File: src/rtl/mul_div_seq_if.sv
// Request/result bundle between the execute stage and mul_div_seq.
// master: pipeline (start/op/operands); slave: unit (high/low/busy/done/div_zero).
interface mul_div_seq_if #(
    parameter int WIDTH = 32
);
    logic             start;
    logic [1:0]       op;
    logic [WIDTH-1:0] rs1;
    logic             rs1_signed;
    logic [WIDTH-1:0] rs2;
    logic             rs2_signed;
    logic [WIDTH-1:0] high;
    logic [WIDTH-1:0] low;
    logic             busy;
    logic             done;
    logic             div_zero;

    modport master (
        output start, op, rs1, rs1_signed, rs2, rs2_signed,
        input  high, low, busy, done, div_zero
    );

    modport slave (
        input  start, op, rs1, rs1_signed, rs2, rs2_signed,
        output high, low, busy, done, div_zero
    );
endinterface

File: src/rtl/mul_div_seq.sv
// Iterative shift-add multiplier / restoring divider, one bit per cycle.
// Ports: clk, rst_n (async, active low), bus (slave side of mul_div_seq_if).
module mul_div_seq #(
    parameter int WIDTH = 32,
    parameter int CNT_W = $clog2(WIDTH) + 1
) (
    input logic        clk,
    input logic        rst_n,
    mul_div_seq_if.slave bus
);
    typedef enum logic [1:0] {
        S_IDLE,
        S_CALC,
        S_FIX,
        S_FIN
    } state_t;

    localparam int AW = 2 * WIDTH + 1;

    state_t           r_state;
    logic [CNT_W-1:0] r_cnt;
    logic [AW-1:0]    r_acc;
    logic [WIDTH-1:0] r_opnd;
    logic             r_is_div;
    logic             r_neg1;
    logic             r_neg_res;
    logic             r_dz;
    logic [WIDTH-1:0] r_res_hi;
    logic [WIDTH-1:0] r_res_lo;
    logic [WIDTH-1:0] r_high;
    logic [WIDTH-1:0] r_low;
    logic             r_busy;
    logic             r_done;
    logic             r_div_zero;

    logic             w_legal;
    logic             w_is_div;
    logic             w_neg1;
    logic             w_neg2;
    logic             w_rs2_zero;
    logic [WIDTH-1:0] w_abs1;
    logic [WIDTH-1:0] w_abs2;
    logic [WIDTH-1:0] w_acc_lo;
    logic [WIDTH:0]   w_mul_hi;
    logic [AW-1:0]    w_mul_nxt;
    logic [AW-1:0]    w_dsh;
    logic [WIDTH:0]   w_rem;
    logic             w_ge;
    logic [AW-1:0]    w_div_nxt;
    logic [2*WIDTH-1:0] w_prod;
    logic [2*WIDTH-1:0] w_prod_fix;
    logic [WIDTH-1:0] w_quo_fix;
    logic [WIDTH-1:0] w_rem_fix;

    assign w_legal    = (bus.op == 2'b01) || (bus.op == 2'b10);
    assign w_is_div   = (bus.op == 2'b10);
    assign w_neg1     = bus.rs1_signed & bus.rs1[WIDTH-1];
    assign w_neg2     = bus.rs2_signed & bus.rs2[WIDTH-1];
    assign w_rs2_zero = (bus.rs2 == '0);
    assign w_abs1     = w_neg1 ? ({WIDTH{1'b0}} - bus.rs1) : bus.rs1;
    assign w_abs2     = w_neg2 ? ({WIDTH{1'b0}} - bus.rs2) : bus.rs2;

    // MUL keeps the multiplier in the low half; DIV keeps the dividend there.
    // On divide by zero the raw dividend is parked instead so it can be
    // returned unchanged as the remainder.
    assign w_acc_lo = !w_is_div  ? w_abs2  :
                      w_rs2_zero ? bus.rs1 : w_abs1;

    // Shift-add step: conditional add into the upper W+1 bits, then shift right.
    assign w_mul_hi  = r_acc[0] ? (r_acc[AW-1:WIDTH] + {1'b0, r_opnd})
                                : r_acc[AW-1:WIDTH];
    assign w_mul_nxt = {1'b0, w_mul_hi, r_acc[WIDTH-1:1]};

    // Restoring step: shift {rem, quo} left, trial subtract into rem.
    // rem stays below the divisor, so the dropped top bit is always zero.
    assign w_dsh     = {r_acc[AW-2:0], 1'b0};
    assign w_rem     = w_dsh[AW-1:WIDTH];
    assign w_ge      = (w_rem >= {1'b0, r_opnd});
    assign w_div_nxt = w_ge ? {w_rem - {1'b0, r_opnd}, w_dsh[WIDTH-1:1], 1'b1}
                            : w_dsh;

    // Sign correction spans the whole product so the high half is right too.
    assign w_prod     = r_acc[2*WIDTH-1:0];
    assign w_prod_fix = r_neg_res ? ({(2*WIDTH){1'b0}} - w_prod) : w_prod;
    assign w_quo_fix  = r_neg_res ? ({WIDTH{1'b0}} - r_acc[WIDTH-1:0])
                                  : r_acc[WIDTH-1:0];
    assign w_rem_fix  = r_neg1 ? ({WIDTH{1'b0}} - r_acc[2*WIDTH-1:WIDTH])
                               : r_acc[2*WIDTH-1:WIDTH];

    always_ff @(posedge clk or negedge rst_n) begin
        if (!rst_n) begin
            r_state    <= S_IDLE;
            r_cnt      <= '0;
            r_acc      <= '0;
            r_opnd     <= '0;
            r_is_div   <= 1'b0;
            r_neg1     <= 1'b0;
            r_neg_res  <= 1'b0;
            r_dz       <= 1'b0;
            r_res_hi   <= '0;
            r_res_lo   <= '0;
            r_high     <= '0;
            r_low      <= '0;
            r_busy     <= 1'b0;
            r_done     <= 1'b0;
            r_div_zero <= 1'b0;
        end else begin
            r_done <= 1'b0;
            unique case (r_state)
                S_IDLE: begin
                    // r_done marks the completion cycle, which still
                    // belongs to the finishing operation.
                    if (bus.start && w_legal && !r_done) begin
                        r_is_div   <= w_is_div;
                        r_neg1     <= w_neg1;
                        r_neg_res  <= w_neg1 ^ w_neg2;
                        r_dz       <= w_is_div && w_rs2_zero;
                        r_opnd     <= w_is_div ? w_abs2 : w_abs1;
                        r_acc      <= {{(WIDTH+1){1'b0}}, w_acc_lo};
                        r_cnt      <= '0;
                        r_busy     <= 1'b1;
                        r_div_zero <= 1'b0;
                        r_state    <= S_CALC;
                    end
                end
                S_CALC: begin
                    if (r_dz) begin
                        r_res_hi <= r_acc[WIDTH-1:0];
                        r_res_lo <= '1;
                        r_state  <= S_FIN;
                    end else begin
                        r_acc <= r_is_div ? w_div_nxt : w_mul_nxt;
                        r_cnt <= r_cnt + 1'b1;
                        if (r_cnt == CNT_W'(WIDTH - 1)) begin
                            r_state <= S_FIX;
                        end
                    end
                end
                S_FIX: begin
                    if (r_is_div) begin
                        r_res_hi <= w_rem_fix;
                        r_res_lo <= w_quo_fix;
                    end else begin
                        r_res_hi <= w_prod_fix[2*WIDTH-1:WIDTH];
                        r_res_lo <= w_prod_fix[WIDTH-1:0];
                    end
                    r_state <= S_FIN;
                end
                S_FIN: begin
                    r_high     <= r_res_hi;
                    r_low      <= r_res_lo;
                    r_div_zero <= r_dz;
                    r_done     <= 1'b1;
                    r_busy     <= 1'b0;
                    r_state    <= S_IDLE;
                end
                default: r_state <= S_IDLE;
            endcase
        end
    end

    assign bus.high     = r_high;
    assign bus.low      = r_low;
    assign bus.busy     = r_busy;
    assign bus.done     = r_done;
    assign bus.div_zero = r_div_zero;
endmodule
File: src/flat_wrapper.sv
// flat-port wrapper written by rule: the top's interface ports become plain ports
module mul_div_seq_flat 
#(
    parameter int WIDTH = 32,
    parameter int CNT_W = $clog2(WIDTH) + 1
)
  (clk, rst_n, bus_start, bus_op, bus_rs1, bus_rs1_signed, bus_rs2, bus_rs2_signed, bus_high, bus_low, bus_busy, bus_done, bus_div_zero);
  mul_div_seq_if #(.WIDTH(WIDTH)) bus_i ();
  input logic clk;
  input logic rst_n;
  input wire logic [$bits(bus_i.start)-1:0] bus_start;
  input wire logic [$bits(bus_i.op)-1:0] bus_op;
  input wire logic [$bits(bus_i.rs1)-1:0] bus_rs1;
  input wire logic [$bits(bus_i.rs1_signed)-1:0] bus_rs1_signed;
  input wire logic [$bits(bus_i.rs2)-1:0] bus_rs2;
  input wire logic [$bits(bus_i.rs2_signed)-1:0] bus_rs2_signed;
  output wire logic [$bits(bus_i.high)-1:0] bus_high;
  output wire logic [$bits(bus_i.low)-1:0] bus_low;
  output wire logic [$bits(bus_i.busy)-1:0] bus_busy;
  output wire logic [$bits(bus_i.done)-1:0] bus_done;
  output wire logic [$bits(bus_i.div_zero)-1:0] bus_div_zero;
  assign bus_i.start = bus_start;
  assign bus_i.op = bus_op;
  assign bus_i.rs1 = bus_rs1;
  assign bus_i.rs1_signed = bus_rs1_signed;
  assign bus_i.rs2 = bus_rs2;
  assign bus_i.rs2_signed = bus_rs2_signed;
  assign bus_high = bus_i.high;
  assign bus_low = bus_i.low;
  assign bus_busy = bus_i.busy;
  assign bus_done = bus_i.done;
  assign bus_div_zero = bus_i.div_zero;
  mul_div_seq #(.WIDTH(WIDTH), .CNT_W(CNT_W)) u_core (.clk(clk), .rst_n(rst_n), .bus(bus_i));
endmodule
File: config.mk
export PLATFORM = sky130hd
export DESIGN_NAME = mul_div_seq_flat
export DESIGN_NICKNAME = d
export VERILOG_FILES = /design/src/rtl/mul_div_seq_if.sv /design/src/rtl/mul_div_seq.sv /design/src/flat_wrapper.sv
export SDC_FILE = /design/constraint.sdc
export NUM_CORES = 1
export LEC_CHECK = 0
export ABC_AREA = 1
export CAP_MARGIN = 20
export CORE_MARGIN = 5
export CORE_UTILIZATION = 45
export CTS_CLUSTER_SIZE = 25
export DETAILED_ROUTE_END_ITERATION = 10
export PLACE_DENSITY = 0.63
export SETUP_SLACK_MARGIN = 0.1
export SLEW_MARGIN = 20
export SYNTH_ARGS = -nofsm -noshare
export SYNTH_HDL_FRONTEND = slang
export SYNTH_SLANG_ARGS = --single-unit
File: constraint.sdc
create_clock -name clk -period 2.28 [get_ports clk]
set_input_delay 0.456 -clock clk [delete_from_list [all_inputs] [get_ports clk]]
set_output_delay 0.456 -clock clk [all_outputs]
set_load 0.02 [all_outputs]
==> flow_results.org <==
** Worst setup path
- Data on the critical path arrives at its endpoint at 2.78 ns.
- The endpoint identified for the worst register-to-register timing path is u_core.r_acc[34]$_DFFE_PN0P_.
- The worst setup path is captured at a flip-flop.
- Reg2Reg Depth :: 12
- STA puts the critical path data required time at 2.74 ns.
- The setup check on the worst reg-to-reg path leaves a slack of -0.04 ns.
- By startpoint and endpoint, the worst setup path is classified as flip-flop to flip-flop.
- The startpoint identified for the worst register-to-register timing path is u_core.r_opnd[21]$_DFFE_PN0P_.
- Worst-path fanout max :: 8
- Critical Path Source Type :: flip-flop

** Routing
- Routed Wire Length :: 98.5 mm
- Wire length per cell :: 20.2 um
- Count of antenna-violating nets left after detailed routing :: 0
- The routed layout has 27000 vias.
- After detailed routing, the number of remaining DRC violations is 0.
- Via count normalized by instance count :: 5.54
- First-pass iteration count of the detailed router :: 6
- The first routing iteration left 3252 violations.

** Timing
- Derived from the worst setup path, the maximum achievable clock frequency is 431 MHz.
- At the pin with the least slew margin, the transition time is 0.557 ns.
- After layout, the worst path uses 102% of the clock period.
- Count of endpoints failing setup in the final report :: 12
- Setup repair after global routing could not meet its margin everywhere.
- After layout, the worst setup slack is -0.0425 ns.
- Slew Viols, Final :: 0
- Across the routed clock network, the largest skew measured is 0.0305 ns.
- Setup TNS :: -0.213 ns
- The number of hold-slack violations in the final timing report was 0.
- Shortest period the worst path allows :: 2.32 ns
- Worst relative slew slack :: 62.4%

** Synthesis
- Post-synthesis cell type count :: 55
- In the synthesized netlist the dominant register cell turns out to be sky130_fd_sc_hd__dfrtp_1.
- Synthesized net count :: 3654
- Synth top area cells :: sky130_fd_sc_hd__dfrtp_1, sky130_fd_sc_hd__nand2_1, sky130_fd_sc_hd__inv_1
- Each instance of the synthesized netlist takes up on average 6.02 um2.
- Largest area contributor in the netlist :: sky130_fd_sc_hd__dfrtp_1
- Syn Inst Count :: 3507
- After synthesis, the share of flip-flops with an asynchronous set or reset is 100%.
- Most used standard cell by instance count after synthesis :: sky130_fd_sc_hd__nand2_1
- Number of synthesized flops with an enable pin :: 0
- The top cell type by area accounts for 28.4% of the synthesized area.
- The commonest cells after synthesis are sky130_fd_sc_hd__nand2_1, sky130_fd_sc_hd__inv_1, sky130_fd_sc_hd__nor2_1.
- Flops & latches, synth :: 240
- Cell Area, Synth :: 21100 um2
- Proportion of synthesized chip area in sequential cells :: 28.4%
- During synthesis, Yosys emitted a total of 0 warnings.

** GRT
- The first global-routing pass estimated 145 mm of wire.
- Met3 track demand over resource in global routing :: 5.33%
- Number of antenna violations at the first check in global routing :: 1
- Most utilized layer in the global route result :: met2
- Global routing met2 resource utilization :: 59.6%
- Via count of the first global-routing pass :: 25300
- Maximum number of pins on one net before global-route repair :: 108
- GRT Residual Overflow :: 0
- GRT Util Overall :: 36.4%
- GRT met1 Usage :: 49.1%

** Cells and area
- The layout has 4016 filler cells.
- Summing all non-filler instances in the final layout gives an area of 31800 um2.
- Compared with the post-synthesis result, the final layout area differs by 50.6%.
- In the final layout, the share of cells above drive strength 1 is 30.5%.
- The number of antenna diodes in the final layout is 0.
- At the end of the flow the core is filled with cells to 68.5%.
- NumNets Final :: 4400

** Floorplanning
- In this run the count of I/O pins placed on the die edge is 138.
- Die extent in x :: 227 um
- The die is 227 um tall.
- Placement row count :: 79
- After floorplanning, the core was sized to cover 46500 um2.
- Once the floorplan was initialized, standard cells occupied 45.5% of the core.
- The die covers 51400 um2.

** CTS
- Buffer depth of the longest clock path :: 3
- CTS built an H-tree with a depth of 1.
- After clock tree synthesis, the clock-pin slew on the worst setup and hold paths is 0.07 ns.
- TritonCTS built the clock tree.
- Clock tree synthesis selected as its root buffer the cell sky130_fd_sc_hd__clkbuf_16.
- The clock reaches the later pin of the worst-skew pair after 0.59 ns.
- Clock tree synthesis found a total of 240 sinks.
- Total clock buffers created by CTS :: 28

** Power and ir drop
- Leakage power of the design :: 16.2 nW
- The design draws 49.4 mW.
- The worst-case IR drop observed on VDD is 1.01 mV.
- For this design the ratio of total power to cell area is 1550 nW/um2.

** Place
- The count of buffers added on input and output ports is 137.
- Timing analysis after detailed placement gives a worst setup slack of -0.536 ns.
- GPL Wtd Cong :: 1.03
- The wire-length estimate of the detail-placed layout is 77.4 mm.
- In this run the cell area measured after placement is 27700 um2.

** Run status
- Outcome :: complete, but fails checks
- The final reports fail on setup timing.

** Min path
- The path class of the tightest hold or removal check is input port to asynchronous set/reset pin.

** Flow run
- Max Cap Violations :: 0
## final cells by class
class                      instances  area (um2)  area share, %
sequential                       240        6030           18.9
clock buffer                      33         729           2.29
multi-input combinational       2663       15200           47.8
timing repair buffer             834        7010           22.0
inverter                         486        1860           5.83
tap                              607         759           2.39
clock inverter                    16         234          0.735
## flip-flops by register name, indices dropped and copies added, names as in the netlist, 2 cells and up
name             cells
u_core.r_state       2
u_core.bus.high     32
u_core.bus.low      32
u_core.r_cnt         6
u_core.r_opnd       32
u_core.r_res_hi     32
u_core.r_acc        65
u_core.r_res_lo     32
## logic make-up (layout without fill, tap and decap cells)
kind of cell / count (synthesis) / count (layout) / synth area share, %
xor+xnor: 67 / 67 / 2.78
simple gates: 2014 / 2016 / 39.6
compound gates: 504 / 504 / 13.5
flops: 240 / 240 / 28.4
buf+inv: 606 / 1369 / 11.2
fa+ha+maj: 76 / 76 / 4.57
## worst max path at each step
stage	from	depth (start not counted)	slack [ns]	endpoint
finish	u_core.r_opnd[21]$_DFFE_PN0P_	12	-0.04	u_core.r_acc[34]$_DFFE_PN0P_
global route	u_core.r_opnd[30]$_DFFE_PN0P_	14	-0.13	u_core.r_acc[61]$_DFFE_PN0P_
CTS	u_core.r_acc[33]$_DFFE_PN0P_	17	-0.02	u_core.r_acc[45]$_DFFE_PN0P_
detailed placement	bus_op[0]	12	-0.54	u_core.r_acc[22]$_DFFE_PN0P_
global placement	bus_op[0]	12	-0.54	u_core.r_acc[22]$_DFFE_PN0P_
floorplan	u_core.r_acc[0]$_DFFE_PN0P_	15	0.11	u_core.r_res_hi[22]$_DFFE_PN0P_
## power by group
group	total (mW)	leakage [nW]	switching, mW	internal, mW
combinational	36.6	12.8	21.6	14.9
sequential	8.04	2.93	1.78	6.26
clock	4.80	0.460	2.04	2.77
total	49.4	16.2	25.4	24.0
## stage by stage
step	cells	hold WS [ns]
floorplan	3507	0.160
global placement	4763	0.373
detailed placement	4763	0.376
CTS	4837	0.371
global route	4879	0.412
finish	4879	0.390
## layout by cell type, fill, tap and decap left out, types with 14 or more instances in the layout
| cell type | synthesis | layout |
|---|---|---|
| sky130_fd_sc_hd__xnor2_1 | 22 | 21 |
| sky130_fd_sc_hd__clkbuf_16 | 0 | 28 |
| sky130_fd_sc_hd__nor2_2 | 11 | 52 |
| sky130_fd_sc_hd__o21ai_1 | 18 | 37 |
| sky130_fd_sc_hd__nand2_2 | 8 | 122 |
| sky130_fd_sc_hd__ha_4 | 0 | 55 |
| sky130_fd_sc_hd__o21ai_0 | 146 | 114 |
| sky130_fd_sc_hd__nand2_4 | 2 | 36 |
| sky130_fd_sc_hd__clkdlybuf4s50_1 | 0 | 136 |
| sky130_fd_sc_hd__nand3_1 | 275 | 204 |
| sky130_fd_sc_hd__xor2_1 | 45 | 44 |
| sky130_fd_sc_hd__nand4_1 | 43 | 43 |
| sky130_fd_sc_hd__inv_2 | 8 | 50 |
| sky130_fd_sc_hd__nand3_2 | 5 | 67 |
| sky130_fd_sc_hd__nor3_1 | 22 | 17 |
| sky130_fd_sc_hd__o21bai_1 | 18 | 16 |
| sky130_fd_sc_hd__buf_4 | 4 | 642 |
| sky130_fd_sc_hd__o21ai_2 | 3 | 16 |
| sky130_fd_sc_hd__nor2_4 | 3 | 36 |
| sky130_fd_sc_hd__inv_1 | 474 | 425 |
| sky130_fd_sc_hd__dfrtp_2 | 0 | 15 |
| sky130_fd_sc_hd__a21oi_1 | 220 | 180 |
| sky130_fd_sc_hd__buf_6 | 7 | 30 |
| sky130_fd_sc_hd__nand2_1 | 1263 | 1113 |
| sky130_fd_sc_hd__o22ai_1 | 21 | 18 |
| sky130_fd_sc_hd__nor2_1 | 336 | 264 |
| sky130_fd_sc_hd__dfrtp_1 | 240 | 224 |
| sky130_fd_sc_hd__o221ai_1 | 14 | 14 |
| sky130_fd_sc_hd__o211ai_1 | 19 | 19 |
| sky130_fd_sc_hd__nand3b_1 | 19 | 19 |
| sky130_fd_sc_hd__a21oi_2 | 2 | 37 |
| sky130_fd_sc_hd__buf_12 | 0 | 22 |
## worst max-delay path: stages (launching register included)
cell,delay [ns]
sky130_fd_sc_hd__dfrtp_1,0.37
sky130_fd_sc_hd__inv_1,0.14
sky130_fd_sc_hd__ha_4,0.33
sky130_fd_sc_hd__nand2_1,0.09
sky130_fd_sc_hd__nor2_2,0.15
sky130_fd_sc_hd__nand2_1,0.13
sky130_fd_sc_hd__nor3_4,0.23
sky130_fd_sc_hd__nand2_8,0.10
sky130_fd_sc_hd__a21oi_4,0.22
sky130_fd_sc_hd__buf_12,0.19
sky130_fd_sc_hd__nand2_4,0.08
sky130_fd_sc_hd__nand3_1,0.07
sky130_fd_sc_hd__o21ai_0,0.07
## per-layer routing
| metal | share of wire, % | vias to the layer above | wire length [um] |
|---|---|---|---|
| met4 | 4.9 | 0 | 4850 |
| met2 | 46 | 1341 | 45000 |
| li1 | - | 12600 | - |
| met1 | 40 | 12800 | 39000 |
| met5 | 0 | - | 0 |
| met3 | 9.7 | 260 | 9600 |
## what timing repair did
| action | 4_1_cts | 5_1_grt |
|---|---|---|
| pin swaps | 66 | 146 |
| hold endpoints to repair | 43 | 0 |
| hold buffers | 1 | 0 |
| buffers inserted | 21 | 43 |
| gates resized for setup | 281 | 378 |
| setup endpoints to repair | 65 | 111 |
| cloned | 3 | 0 |
(Power assumes the default switching activity.)
